File: src/rtl/ieee80211_descrambler_pkg.sv
// Shared constants and types for the 802.11 receive descrambler (x^7 + x^4 + 1).
package ieee80211_descrambler_pkg;

    localparam int unsigned SCRAMBLER_LEN     = 7;
    localparam int unsigned TAP_HI            = 7;
    localparam int unsigned TAP_LO            = 4;
    localparam int unsigned SERVICE_SEED_BITS = 7;
    localparam int unsigned RATE_W            = 4;

    typedef enum logic {
        ST_SEED = 1'b0,
        ST_RUN  = 1'b1
    } desc_state_e;

    typedef struct packed {
        logic              last;
        logic [RATE_W-1:0] user;
    } axis_side_t;

    // Feedback bit of the scrambler polynomial for a given state.
    function automatic logic lfsr_feedback(input logic [SCRAMBLER_LEN-1:0] st);
        return st[TAP_HI-1] ^ st[TAP_LO-1];
    endfunction

endpackage

File: src/rtl/ieee80211_descrambler_lfsr_step.sv
// Combinational WIDTH-bit unrolled descrambler step; when seed_en is set the
// first SEED_BITS bits load the LFSR instead of being descrambled.
module ieee80211_lfsr_step
    import ieee80211_descrambler_pkg::*;
#(
    parameter int unsigned WIDTH     = 24,
    parameter int unsigned SEED_BITS = SERVICE_SEED_BITS
) (
    input  logic                     seed_en,
    input  logic [SCRAMBLER_LEN-1:0] state_in,
    input  logic [WIDTH-1:0]         data_in,
    output logic [SCRAMBLER_LEN-1:0] state_out,
    output logic [WIDTH-1:0]         data_out,
    output logic [SCRAMBLER_LEN-1:0] seed_out
);

    logic [SCRAMBLER_LEN-1:0] st;
    logic                     fb;

    always_comb begin
        st       = state_in;
        fb       = 1'b0;
        data_out = '0;
        seed_out = '0;
        for (int unsigned i = 0; i < WIDTH; i++) begin
            fb = lfsr_feedback(st);
            if (seed_en && (i < SEED_BITS)) begin
                data_out[i] = 1'b0;
                st          = {st[SCRAMBLER_LEN-2:0], data_in[i]};
            end else begin
                data_out[i] = data_in[i] ^ fb;
                st          = {st[SCRAMBLER_LEN-2:0], fb};
            end
            // State right after the SERVICE bits is the recovered seed.
            if (i == SEED_BITS - 1) begin
                seed_out = st;
            end
        end
        state_out = st;
    end

endmodule

File: src/rtl/ieee80211_descrambler.sv
// 802.11 RX descrambler: recovers the LFSR seed from each frame's SERVICE bits
// and descrambles the rest, with one registered AXI-Stream output stage.
module ieee80211_descrambler
    import ieee80211_descrambler_pkg::*;
#(
    parameter int unsigned WIDTH = 24
) (
    input  logic                     aclk,
    input  logic                     areset,
    input  logic [WIDTH-1:0]         s_axis_tdata,
    input  logic                     s_axis_tvalid,
    output logic                     s_axis_tready,
    input  logic                     s_axis_tlast,
    input  logic [RATE_W-1:0]        s_axis_tuser,
    output logic [WIDTH-1:0]         m_axis_tdata,
    output logic                     m_axis_tvalid,
    input  logic                     m_axis_tready,
    output logic                     m_axis_tlast,
    output logic [RATE_W-1:0]        m_axis_tuser,
    output logic [SCRAMBLER_LEN-1:0] seed,
    output logic                     seed_valid
);

    desc_state_e              state_q;
    desc_state_e              state_d;
    logic [SCRAMBLER_LEN-1:0] lfsr_q;
    logic [SCRAMBLER_LEN-1:0] lfsr_next;
    logic [SCRAMBLER_LEN-1:0] seed_next;
    logic [WIDTH-1:0]         data_next;
    axis_side_t               side_q;
    logic                     accept_c;
    logic                     seed_word_c;

    assign s_axis_tready = m_axis_tready || !m_axis_tvalid;
    assign accept_c      = s_axis_tvalid && s_axis_tready;
    assign seed_word_c   = (state_q == ST_SEED);
    assign m_axis_tlast  = side_q.last;
    assign m_axis_tuser  = side_q.user;

    ieee80211_lfsr_step #(
        .WIDTH     (WIDTH),
        .SEED_BITS (SERVICE_SEED_BITS)
    ) u_step (
        .seed_en   (seed_word_c),
        .state_in  (lfsr_q),
        .data_in   (s_axis_tdata),
        .state_out (lfsr_next),
        .data_out  (data_next),
        .seed_out  (seed_next)
    );

    // Frame-position state register.
    always_ff @(posedge aclk or posedge areset) begin
        if (areset) begin
            state_q <= ST_SEED;
        end else begin
            state_q <= state_d;
        end
    end

    // Every tlast word returns to SEED, so single-word frames work too.
    always_comb begin
        state_d = state_q;
        if (accept_c) begin
            state_d = s_axis_tlast ? ST_SEED : ST_RUN;
        end
    end

    // Output stage, LFSR and seed capture all advance only on input acceptance.
    always_ff @(posedge aclk or posedge areset) begin
        if (areset) begin
            m_axis_tvalid <= 1'b0;
            m_axis_tdata  <= '0;
            side_q        <= '0;
            lfsr_q        <= '0;
            seed          <= '0;
            seed_valid    <= 1'b0;
        end else begin
            seed_valid <= accept_c && seed_word_c;
            if (accept_c) begin
                m_axis_tvalid <= 1'b1;
                m_axis_tdata  <= data_next;
                side_q.last   <= s_axis_tlast;
                side_q.user   <= s_axis_tuser;
                lfsr_q        <= lfsr_next;
                if (seed_word_c) begin
                    seed <= seed_next;
                end
            end else if (m_axis_tready) begin
                m_axis_tvalid <= 1'b0;
            end
        end
    end

endmodule

File: config.mk
export PLATFORM = sky130hd
export DESIGN_NAME = ieee80211_descrambler
export DESIGN_NICKNAME = d
export VERILOG_FILES = /design/src/rtl/ieee80211_descrambler_pkg.sv /design/src/rtl/ieee80211_descrambler_lfsr_step.sv /design/src/rtl/ieee80211_descrambler.sv
export SDC_FILE = /design/constraint.sdc
export NUM_CORES = 1
export LEC_CHECK = 0
export BUFFER_PORTS_ARGS = -buffer_cell sky130_fd_sc_hd__buf_2
export CAP_MARGIN = 0
export CORE_UTILIZATION = 50
export DETAILED_ROUTE_END_ITERATION = 12
export PLACE_DENSITY = 0.88
export RECOVER_POWER = 50
export SLEW_MARGIN = 20
export SYNTH_ARGS = -nofsm -noshare
export SYNTH_HDL_FRONTEND = slang
export SYNTH_SLANG_ARGS = --single-unit
export TNS_END_PERCENT = 1
File: constraint.sdc
create_clock -name aclk -period 4.5 [get_ports aclk]
set_input_delay 0.675 -clock aclk [delete_from_list [all_inputs] [get_ports aclk]]
set_output_delay 0.675 -clock aclk [all_outputs]
set_load 0.05 [all_outputs]
# After elaboration in Yosys (flattened, before gate mapping)
# Index checks and enable logic that the tools add are counted.
# totals
reg_bits	46
# op_classes
mux	17
n_bitwise	49
reduce_logical	6
# op_table
operator	n
$xor A1 B1 Y1	48
$mux W1	17
$logic_and A1 B1 Y1	2
$reduce_and A2 Y1	1
$reduce_bool A2 Y1	1
$logic_not A1 Y1	1
$logic_or A1 B1 Y1	1
$not A1 Y1	1

# Depth between registers and ports, before layout
# Gate-level depths: netlist (run 1).
# logic_depth
depth_word	9
ltp_mapped	6
depth_no_buf	5

# By module
# Synthesis (run 1) repeated with hierarchy kept, for this count alone.
# unflattened
hier_cells	184
area_unflattened_um2	2543.7
# modules_own_cells
mod	instances	cells_per_inst	area_each_um2	seq_area_each_um2
ieee80211_descrambler	1	100	1767.9	1151.1
ieee80211_lfsr_step	1	84	775.7	0.0

# Worst setup path after synthesis (run 1)
# No wires, ideal clock.
# synth_path
kind	in2reg
from	in m_axis_tready
to	reg seed[2]
t_arrival_ps	2286
t_required_ps	4375
setup_slack_ps	2089
cell_stages	4
path_buffers	0
path_cell_list	nand2b_1 -> nand2_1 -> nor2_1 -> mux2_2
# synth_via
elab_chain_len	3
# synth_rtl
element	line_no	source
from (decl)	ieee80211_descrambler.sv:17	input logic m_axis_tready,
$logic_or A1 B1 Y1	ieee80211_descrambler.sv:34	assign s_axis_tready = m_axis_tready || !m_axis_tvalid;
$logic_and A1 B1 Y1	ieee80211_descrambler.sv:35	assign accept_c = s_axis_tvalid && s_axis_tready;
$reduce_and A2 Y1 (no source line)	--	
to (signal assigned)	ieee80211_descrambler.sv:87	seed <= seed_next;
to (decl)	ieee80211_descrambler.sv:20	output logic [SCRAMBLER_LEN-1:0] seed,
# Every way passes these cells.
# A chain may end at the register's enable or synchronous reset.

# Worst setup path in the final report (run 1)
# layout_path
from	reg state_q
to	reg m_axis_tdata[21]
# layout_via
elab_chain_len	8
word_cells_on_any_way	16
classes_between	6 x mux; 10 x bitwise
# layout_rtl
element	line_no	source
from (decl)	ieee80211_descrambler.sv:24	desc_state_e state_q;
from (signal assigned)	ieee80211_descrambler.sv:57	state_q <= state_d;
$mux W1	ieee80211_descrambler_lfsr_step.sv:27	if (seed_en && (i < SEED_BITS)) begin
$xor A1 B1 Y1	ieee80211_descrambler_pkg.sv:22	return st[TAP_HI-1] ^ st[TAP_LO-1];
$mux W1	ieee80211_descrambler_lfsr_step.sv:27	
$xor A1 B1 Y1 (3 in series)	ieee80211_descrambler_pkg.sv:22	
$xor A1 B1 Y1 *	ieee80211_descrambler_pkg.sv:22	
$xor A1 B1 Y1 *	ieee80211_descrambler_lfsr_step.sv:31	data_out[i] = data_in[i] ^ fb;
to (signal assigned)	ieee80211_descrambler.sv:82	m_axis_tdata <= data_next;
to (decl)	ieee80211_descrambler.sv:15	output logic [WIDTH-1:0] m_axis_tdata,
# Every way passes the cells marked *; elsewhere a longest branch is shown, timed or not.

==> impl_metrics.py, run 1 <==
metrics = {
    "yosys": {
        "yosysSeqAreaShare": 0.479,
        "dominant_combinational_cell_family_by_area_after_synthesis": "XOR/XNOR gates",
        "postSynthNetCount": 242,
        "synth-simple-area-share": 0.0650,
        "synthesis.yosys.warnings": 0,
        "synth_fa_ha_area_frac": 0,
        "yosys.area_share.xor_xnor": 0.259,
        "ys_ff_latch": 46,
        "post_synth_mux_area_share": 0.100,
        "synth_enable_flop_cells": 0,
        "syn_area_per_cell_um2": 11.5,
        "post_synth_inst_count": 209,
        "synthDistinctLibCells": 21,
        "postSynth.asyncResetShare": 1.00,
        "synthesis.area_um2": 2400,
        "synth_compound_gate_area_share": 0.0708,
        "synth_ff_type": "dfrtp_1",
    },
    "final_layout": {
        "area.growth.synth_to_final_pct": 18.9,
        "n_diodes": 0,
        "fillers": 368,
        "layout.cell_area.non_filler_um2": 2860,
        "final_net_count": 309,
        "leading_cell_type_in_the_layout_fill_and_taps_excluded": "buf_2",
        "final_layout_size_suffix_gt1_frac": 0.271,
        "mostFrequentLayoutCells": "53 x buf_2, 46 x dfrtp_1, 33 x nand2_1",
        "post-route-util": 0.639,
    },
    "clock_tree": {
        "cts_hold_repair.buffers": 0,
        "clkTransAtPathRegs_ps": 80,
        "number_of_buffers_between_clock_root_and_the_deepest_sink": 2,
        "cts-buffers-inserted": 5,
        "tritoncts": "built",
        "post-cts-setup-buffers": 0,
        "clock_sinks": 46,
        "clk-insertion-delay-late_ps": 300,
        "clk_root_buf": "clkbuf_8",
        "post_cts_resized": 0,
        "htree_levels": 2,
    },
    "sta": {
        "worst-slew-pin-transition_ps": 1710,
        "period_minus_slack_ps": 2300,
        "timing_max_transition_violations_final": 47,
        "finClkSkew_ps": 9.02,
        "setup_viol_count_final": 0,
        "finalSetupTns_ps": 0,
        "hold_viol_final": 0,
        "timing.slew.headroom": -0.138,
        "post-route-period-util": 0.511,
        "rsz0062_at_grt": "no",
        "fmax_mhz": 435,
    },
    "detailed_routing": {
        "dr_total_vias": 1690,
        "route.detailed.wl_per_inst_um": 14.8,
        "dr.first_iter.drc_count": 73,
        "drt_first_pass_iters": 8,
        "detail_route.wirelength_um": 4850,
        "drtAntennaViolNets": 0,
        "drcViolationCount": 3,
        "viasPerCell": 5.14,
    },
    "setup_path": {
        "timing.reg2reg.worst_path_depth": 4,
        "startpoint_types": "flop",
        "worstSetupEndpointType": "flop",
        "r2r_setup_slack_ps": 2200,
        "worst-endpoint-required_ps": 4730,
        "timing.critical_path.from": "state_q",
        "path_max_fanout": 14,
        "capturing_element_of_the_worst_setup_path": "m_axis_tdata[21]",
        "ff_to_ff_start": "state_q",
        "timing.rr.end": "m_axis_tdata[21]",
        "worstSetupPathType": "reg2reg",
        "timing.critical_path.arrival_ps": 2530,
    },
    "floorplan": {
        "design.portCount": 72,
        "initial_utilization": 0.537,
        "rows": 24,
        "die-area_um2": 5090,
        "fp.coreArea_um2": 4470,
        "die_h_um": 71.4,
        "die_w_um": 71.4,
    },
    "power": {
        "finalPower_mw": 2.56,
        "pwr_density_cell_nw_per_um2": 896,
        "power_leakage_nw": 1.34,
        "vdd_drop_max_mv": 0.480,
    },
    "placed_design": {
        "numPortBuffers": 71,
        "post-dp-hpwl_um": 3600,
        "place.gp.congestion": 0.808,
        "dpl_cell_area_um2": 2780,
    },
    "run": {
        "max_cap_violations": 1,
    },
    "grt": {
        "gr-usage-all-layers": 0.209,
        "grt_pass1_vias": 1716,
        "wire_length_of_the_first_global_routing_pass_um": 7930,
        "grt_antenna_before_repair": 0,
        "grt_overflow_total": 0,
        "pin_count_of_the_biggest_net_entering_global_routing": 64,
    },
    "outcome": {
        "violations_in_the_final_reports": "design-rule violations, max-capacitance violations, max-slew violations",
        "outcome": "complete, but fails checks",
    },
    "worst_hold_path": {
        "class_of_the_most_critical_hold_timing_path": "reg2reg",
    },
}
stage by stage:
stage               instances  worst slack, ps  hold WS, ps
CTS                       329             2190          484
global placement          321             2300          459
detailed placement        321             2200          467
floorplan                 209             2090          529
global route              329             2030          519
finish                    329             2200          477
final cells by class:
class,count,area (µm²),area share
clock buffer,7,76.3,0.0267
tap,52,65.1,0.0227
inverter,1,3.75,0.00131
sequential,46,1150,0.402
clock inverter,1,30.0,0.0105
timing repair buffer,72,340,0.119
multi-input combinational,150,1190,0.417
layer usage:
metal / GRT usage / up-vias / wire length (µm)
li1: - / 819 / -
met1: 0.269 / 820 / 2110
met2: 0.343 / 41 / 2450
met3: 0.0380 / 10 / 195
met4: 0.102 / 0 / 96
met5: 0 / - / 0
registers in the layout, summed over array words and instances, names as in the netlist:
name / cells
lfsr_q: 7
m_axis_tdata: 24
m_axis_tlast: 1
m_axis_tuser: 4
m_axis_tvalid: 1
seed: 7
seed_valid: 1
state_q: 1
report_power, final:
| part | internal [mW] | total [mW] | leakage, nW | switching, mW |
|---|---|---|---|---|
| Sequential | 0.573 | 0.709 | 0.563 | 0.137 |
| Clock | 0.166 | 0.301 | 0.0524 | 0.135 |
| Combinational | 0.599 | 1.55 | 0.722 | 0.954 |
synthesized netlist by cell type (2+ instances only):
master / n / area share
nand2b_1: 2 / 0.0052
a21oi_1: 2 / 0.0042
nand2_1: 34 / 0.053
mux2i_1: 7 / 0.029
mux2i_4: 2 / 0.019
xor2_1: 15 / 0.055
xnor2_1: 32 / 0.12
o21ai_0: 31 / 0.065
xor3_1: 3 / 0.030
clkbuf_1: 6 / 0.0094
mux2_2: 10 / 0.047
buf_2: 5 / 0.010
xnor3_1: 5 / 0.047
dfrtp_1: 46 / 0.48
nor2_1: 3 / 0.0047
worst max-delay path, cell delays in order (launching register included):
cell and delay (ps):
dfrtp_1 860, mux2i_1 370, xnor2_1 590, xnor3_1 300, o21ai_1 110
worst min-delay path by stage:
stage | from | endpoint | slack, ps | cells after the start
2_1_floorplan | lfsr_q[0] | lfsr_q[0] | 530 | 2
3_5_place_dp | m_axis_tdata[4] | m_axis_tdata[4] | 470 | 2
5_1_grt | m_axis_tdata[12] | m_axis_tdata[12] | 520 | 2
4_1_cts | m_axis_tdata[4] | m_axis_tdata[4] | 480 | 2
3_3_place_gp | m_axis_tdata[4] | m_axis_tdata[4] | 460 | 2
6_report | m_axis_tdata[4] | m_axis_tdata[4] | 480 | 2
cells by family (layout without fill, tap and decap cells):
family / Yosys count / count (layout)
xor+xnor: 56 / 56
flops: 46 / 46
simple gates: 40 / 40
compound gates: 34 / 34
mux: 20 / 20
buf+inv: 13 / 81
No activity file was read; power rests on OpenSTA's default activity.
==> inputs of run 2 (changes only) <==
- ABC_AREA: not set -> 1
- PLACE_DENSITY: 0.88 -> 0.87
- clock period: 4.5 -> 2.2 ns (I/O delays scaled with it)
==> impl_metrics.py, run 2 <==
metrics = {
    "sta": {
        "post-route-period-util": 0.935,
        "hold_ws_ps": 174,
        "fmax_mhz": 486,
        "rsz0062_at_grt": "no",
        "finalSetupTns_ps": 0,
        "setup_viol_count_final": 0,
        "timing_max_transition_violations_final": 0,
        "finClkSkew_ps": 6.21,
        "period_minus_slack_ps": 2060,
        "worst-slew-pin-transition_ps": 815,
        "timing.slew.headroom": 0.456,
        "hold_viol_final": 0,
    },
    "setup_path": {
        "cp_common_cell": "nand2_1",
        "worstSetupPathType": "reg2reg",
        "path_max_fanout": 7,
        "crit_path_top_delay_cell": "dfrtp_2",
        "capturing_element_of_the_worst_setup_path": "m_axis_tdata[20]",
        "worstPathCellList": "buf_4 -> nand3_1 -> nand2_2 -> nand2_1 -> nand3_1 -> nand3_1 -> nand2_1 -> nand2_1 -> nand3_1 -> nand3_2 -> nand2_1 -> nand2_1",
        "worstSetupEndpointType": "flop",
        "timing.reg2reg.worst_path_depth": 12,
        "worst-endpoint-required_ps": 2400,
        "r2r_setup_slack_ps": 140,
        "timing.critical_path.arrival_ps": 2250,
        "startpoint_types": "flop",
        "timing.rr.end": "m_axis_tdata[20]",
        "timing.critical_path.from": "state_q",
        "cp_slowest_stage_delay_ps": 460,
        "ff_to_ff_start": "state_q",
    },
    "grt": {
        "grt_overflow_total": 0,
        "grt_antenna_before_repair": 0,
        "wire_length_of_the_first_global_routing_pass_um": 11600,
        "grt_pass1_vias": 2438,
        "gr-usage-all-layers": 0.287,
        "pin_count_of_the_biggest_net_entering_global_routing": 31,
    },
    "power": {
        "power_leakage_nw": 1.66,
        "sequentialPowerShare": 0.291,
        "vdd_drop_max_mv": 0.760,
        "switching_share": 0.537,
        "combPwrFrac": 0.573,
        "pwr-share-clk": 0.136,
        "net-switching-power_mw": 2.53,
        "p_int_mw": 2.18,
        "pwr_density_cell_nw_per_um2": 1510,
        "finalPower_mw": 4.71,
    },
    "floorplan": {
        "rows": 25,
        "die_w_um": 73.9,
        "fp.coreArea_um2": 4850,
        "initial_utilization": 0.533,
        "die-area_um2": 5460,
        "design.portCount": 72,
        "die_h_um": 73.9,
    },
    "detailed_routing": {
        "detail_route.wirelength_um": 7200,
        "drt_first_pass_iters": 6,
        "dr.first_iter.drc_count": 160,
        "viasPerCell": 5.28,
        "drcViolationCount": 0,
        "drtAntennaViolNets": 0,
        "route.detailed.wl_per_inst_um": 14.9,
        "dr_total_vias": 2556,
    },
    "clock_tree": {
        "clkTransAtPathRegs_ps": 90,
        "tritoncts": "built",
        "number_of_buffers_between_clock_root_and_the_deepest_sink": 2,
        "post-cts-setup-buffers": 0,
        "clk_root_buf": "clkbuf_8",
        "cts-buffers-inserted": 5,
        "clock_sinks": 46,
        "clk-insertion-delay-late_ps": 300,
        "htree_levels": 2,
    },
    "outcome": {
        "outcome": "finished, final reports clean",
    },
    "worst_hold_path": {
        "class_of_the_most_critical_hold_timing_path": "in2async",
    },
    "yosys": {
        "synthesis.area_um2": 2580,
        "post-synth-top-area-fraction": 0.445,
        "yosysSeqAreaShare": 0.445,
        "synth.most_common_cell": "nand2_1",
        "synthDistinctLibCells": 25,
        "postSynth.asyncResetShare": 1.00,
        "ys_ff_latch": 46,
        "synth_enable_flop_cells": 0,
        "syn_area_per_cell_um2": 7.58,
        "synth_ff_type": "dfrtp_1",
        "yosysTopAreaCell": "dfrtp_1",
        "postSynthNetCount": 374,
        "synth.cells.most_frequent": "123 x nand2_1, 48 x nand3_1, 46 x dfrtp_1",
        "synthesis.yosys.warnings": 0,
        "post_synth_inst_count": 341,
        "netlist_top_cells_area": "dfrtp_1 45%, nand2_1 18%, nand3_1 9.3%",
    },
    "final_layout": {
        "reg_top3": "m_axis_tdata x24, lfsr_q x7, seed x7",
        "mostFrequentLayoutCells": "123 x nand2_1, 57 x buf_2, 48 x nand3_1",
        "area.growth.synth_to_final_pct": 20.6,
        "leading_cell_type_in_the_layout_fill_and_taps_excluded": "nand2_1",
        "largest_register_ffs": 24,
        "top_register": "m_axis_tdata",
        "final_net_count": 449,
        "final_layout_size_suffix_gt1_frac": 0.242,
        "n_diodes": 0,
    },
    "placed_design": {
        "place.gp.congestion": 0.938,
        "numPortBuffers": 71,
        "post-dp-hpwl_um": 5520,
    },
    "run": {
        "max_cap_violations": 0,
    },
}
==> run 2: cell types whose count changed after synthesis, moves of 5 or more <==
cell | previous run | this run
inv_1 | 1 | 20
mux2_2 | 10 | 0
nand2_2 | 0 | 15
o21ai_0 | 31 | 25
xor2_1 | 15 | 9
nand3_2 | 0 | 9
nand2_1 | 34 | 123
xnor2_1 | 32 | 6
mux2i_1 | 7 | 0
nand3_1 | 1 | 48
xnor3_1 | 5 | 0
==> run 2: area by class of cell <==
| cell class | instances | area, µm² |
|---|---|---|
| fillers | 434 | 1730 |
| multi-input cells | 262 | 1300 |
| flip-flops and latches | 46 | 1150 |
| repair buffers | 78 | 384 |
| inverters | 23 | 87.6 |
| well taps | 67 | 83.8 |
| clock buffers | 6 | 72.6 |
| clock inverters | 2 | 37.5 |
==> run 2: metal layers <==
| layer | track usage | wire [µm] | share of wire |
|---|---|---|---|
| met4 | 0.130 | 198 | 0.027 |
| met2 | 0.463 | 3440 | 0.48 |
| met1 | 0.388 | 3180 | 0.44 |
| met3 | 0.0302 | 383 | 0.053 |
| met5 | 0 | 0 | 0 |
==> run 2: cells by family (layout without fill, tap and decap cells) <==
logic type / count (synthesis) / count (layout) / synth area share
simple gates: 210 / 210 / 0.373
flops: 46 / 46 / 0.445
compound gates: 37 / 37 / 0.0789
buf+inv: 33 / 109 / 0.0518
xor+xnor: 15 / 15 / 0.0508
==> run 2: worst max-delay path: cells and delay by family, from the launching register on <==
kind | cells | cell delay (ps)
flops | 1 | 460
buf+inv | 1 | 170
simple gates | 11 | 1320
==> run 2: power by group through the flow <==
stage | Clock, mW | Sequential, mW | Combinational, mW
after floorplan | 0 | 2.19 | 1.24
after global placement | 0 | 1.36 | 2.69
after detailed placement | 0 | 1.37 | 2.72
after CTS | 0.640 | 1.36 | 2.72
after global routing | 0.679 | 1.41 | 2.94
final | 0.640 | 1.37 | 2.70
==> run 2: metrics by stage <==
stage | std cells | utilization | area [µm²] | setup slack (ps)
floorplan | 341 | - | 2580 | 168
global placement | 476 | 0.625 | 3030 | 178
detailed placement | 476 | 0.625 | 3030 | 130
CTS | 484 | 0.647 | 3140 | 106
global route | 484 | 0.643 | 3120 | 0.0313
finish | 484 | 0.643 | 3120 | 144
==> run 2: timing repair <==
action	4_1_cts	5_1_grt
hold buffers	0	0
setup endpoints to repair	0	2
resized for setup	0	2
==> run 2: how the worst min path moves through the flow <==
stage                                   to  slack [ps]  depth (start not counted)
after floorplan           m_axis_tdata[19]         420                          1
after global placement    m_axis_tdata[18]         360                          2
after detailed placement  m_axis_tdata[18]         360                          2
after CTS                        lfsr_q[4]          40                          2
after global routing       m_axis_tuser[0]         220                          3
final                            lfsr_q[0]         170                          2
==> inputs of run 3 (changes only) <==
- BUFFER_PORTS_ARGS: -buffer_cell sky130_fd_sc_hd__buf_2 -> -buffer_cell sky130_fd_sc_hd__buf_4
==> impl_metrics.py, run 3 (synthesis gave the netlist of run 2 again) <==
metrics = {
    "outcome": {
        "outcome": "finished, final reports clean",
    },
    "setup_path": {
        "startpoint_types": "flop",
        "r2r_setup_slack_ps": 160,
        "timing.critical_path.arrival_ps": 2240,
        "worstSetupPathType": "reg2reg",
        "timing.rr.end": "m_axis_tdata[23]",
        "worstSetupEndpointType": "flop",
        "ff_to_ff_start": "state_q",
        "worst-endpoint-required_ps": 2400,
        "timing.reg2reg.worst_path_depth": 11,
        "path_max_fanout": 12,
    },
    "sta": {
        "period_minus_slack_ps": 2040,
        "fmax_mhz": 490,
        "timing.slew.headroom": 0.444,
        "hold_ws_ps": 197,
        "post-route-period-util": 0.928,
        "hold_viol_final": 0,
        "rsz0062_at_grt": "no",
        "worst-slew-pin-transition_ps": 834,
        "setup_viol_count_final": 0,
        "finClkSkew_ps": 8.68,
        "finalSetupTns_ps": 0,
        "timing_max_transition_violations_final": 0,
    },
    "detailed_routing": {
        "dr_total_vias": 2528,
        "route.detailed.wl_per_inst_um": 14.9,
        "route.met2.wl_um": 3650,
        "drt_first_pass_iters": 5,
        "detail_route.wirelength_um": 7220,
        "viasPerCell": 5.21,
        "dr.first_iter.drc_count": 167,
        "highest_layer": "met4",
        "detail_route.wirelength.met1_um": 3060,
        "drtAntennaViolNets": 0,
        "drcViolationCount": 0,
        "met3_wirelength_um": 370,
    },
    "floorplan": {
        "design.portCount": 72,
        "initial_utilization": 0.533,
        "die_h_um": 73.9,
        "die-area_um2": 5460,
        "die_w_um": 73.9,
        "rows": 25,
        "fp.coreArea_um2": 4850,
    },
    "final_layout": {
        "area.growth.synth_to_final_pct": 25.6,
        "largest_register_ffs": 24,
        "n_diodes": 0,
        "final_net_count": 450,
        "top_register": "m_axis_tdata",
        "final_layout_size_suffix_gt1_frac": 0.239,
        "layout.cell_area.non_filler_um2": 3250,
        "post-route-util": 0.670,
        "mostFrequentLayoutCells": "123 x nand2_1, 60 x buf_4, 48 x nand3_1",
        "leading_cell_type_in_the_layout_fill_and_taps_excluded": "nand2_1",
        "reg_top3": "m_axis_tdata x24, lfsr_q x7, seed x7",
    },
    "power": {
        "vdd_drop_max_mv": 0.781,
        "p_int_mw": 2.22,
        "net-switching-power_mw": 2.54,
        "pwr_density_cell_nw_per_um2": 1470,
        "pwr-share-clk": 0.116,
        "switching_share": 0.533,
        "power_leakage_nw": 1.70,
        "sequentialPowerShare": 0.289,
        "combPwrFrac": 0.595,
        "finalPower_mw": 4.76,
    },
    "grt": {
        "gr-usage-all-layers": 0.281,
        "grt_overflow_total": 0,
        "grt_pass1_vias": 2464,
        "grt_antenna_before_repair": 0,
        "pin_count_of_the_biggest_net_entering_global_routing": 26,
        "wire_length_of_the_first_global_routing_pass_um": 11400,
    },
    "clock_tree": {
        "cts_hold_repair.buffers": 0,
        "clk-insertion-delay-late_ps": 300,
        "number_of_buffers_between_clock_root_and_the_deepest_sink": 2,
        "clkTransAtPathRegs_ps": 90,
        "tritoncts": "built",
        "clk_root_buf": "clkbuf_8",
        "htree_levels": 2,
        "cts-buffers-inserted": 5,
        "clock_sinks": 46,
    },
    "run": {
        "max_cap_violations": 0,
    },
    "placed_design": {
        "numPortBuffers": 71,
        "place.gp.congestion": 0.943,
        "dpl_cell_area_um2": 3230,
        "post-dp-hpwl_um": 5740,
    },
    "worst_hold_path": {
        "class_of_the_most_critical_hold_timing_path": "in2async",
    },
}
==> run 3: worst max-delay path by stage <==
stage,start,to,slack (ps),cells after the start
2_1_floorplan,m_axis_tvalid,m_axis_tdata[16],170,7
3_3_place_gp,state_q,m_axis_tdata[23],190,12
3_5_place_dp,state_q,m_axis_tdata[23],140,12
4_1_cts,state_q,m_axis_tdata[23],130,12
5_1_grt,state_q,m_axis_tdata[23],3,11
6_report,state_q,m_axis_tdata[23],160,11
==> run 3: routing by layer <==
metal | global-route usage | vias to the layer above
li1 | - | 1257
met4 | 0.113 | 0
met5 | 0 | -
met3 | 0.0508 | 10
met1 | 0.352 | 1177
met2 | 0.480 | 84
==> run 3: per-stage QoR <==
stage | worst slack, ps | instances
after floorplan | 168 | 341
after global placement | 194 | 477
after detailed placement | 138 | 477
after CTS | 126 | 485
after global routing | 3.16 | 485
final | 157 | 485
==> run 3: layout make-up <==
class	instances	area [µm²]
fillers	437	1600
multi-input cells	262	1300
flip-flops and latches	46	1150
repair buffers	79	527
inverters	23	88.8
clock buffers	7	86.3
well taps	67	83.8
clock inverters	1	8.76
==> run 3: timing repair <==
item	CTS	global route
gates resized for setup	0	2
buffers inserted	0	0
setup endpoints to repair	0	2
==> run 3: power groups by stage <==
stage / registers, mW / logic (mW) / clock network (mW)
2_1_floorplan: 2.19 / 1.24 / 0
3_3_place_gp: 1.37 / 2.86 / 0
3_5_place_dp: 1.39 / 2.90 / 0
4_1_cts: 1.37 / 2.91 / 0.564
5_1_grt: 1.41 / 3.07 / 0.591
6_report: 1.38 / 2.83 / 0.553
==> run 3: critical path, stage by stage, from the launching register on <==
cell and delay, ps:
dfrtp_1 570, inv_4 150, o21ai_4 270, inv_2 120
nand2_1 80, nand2_1 130, nand2_1 130, nand2_1 90
nand2_1 90, nand3_2 120, nor2_1 110, a21oi_1 50
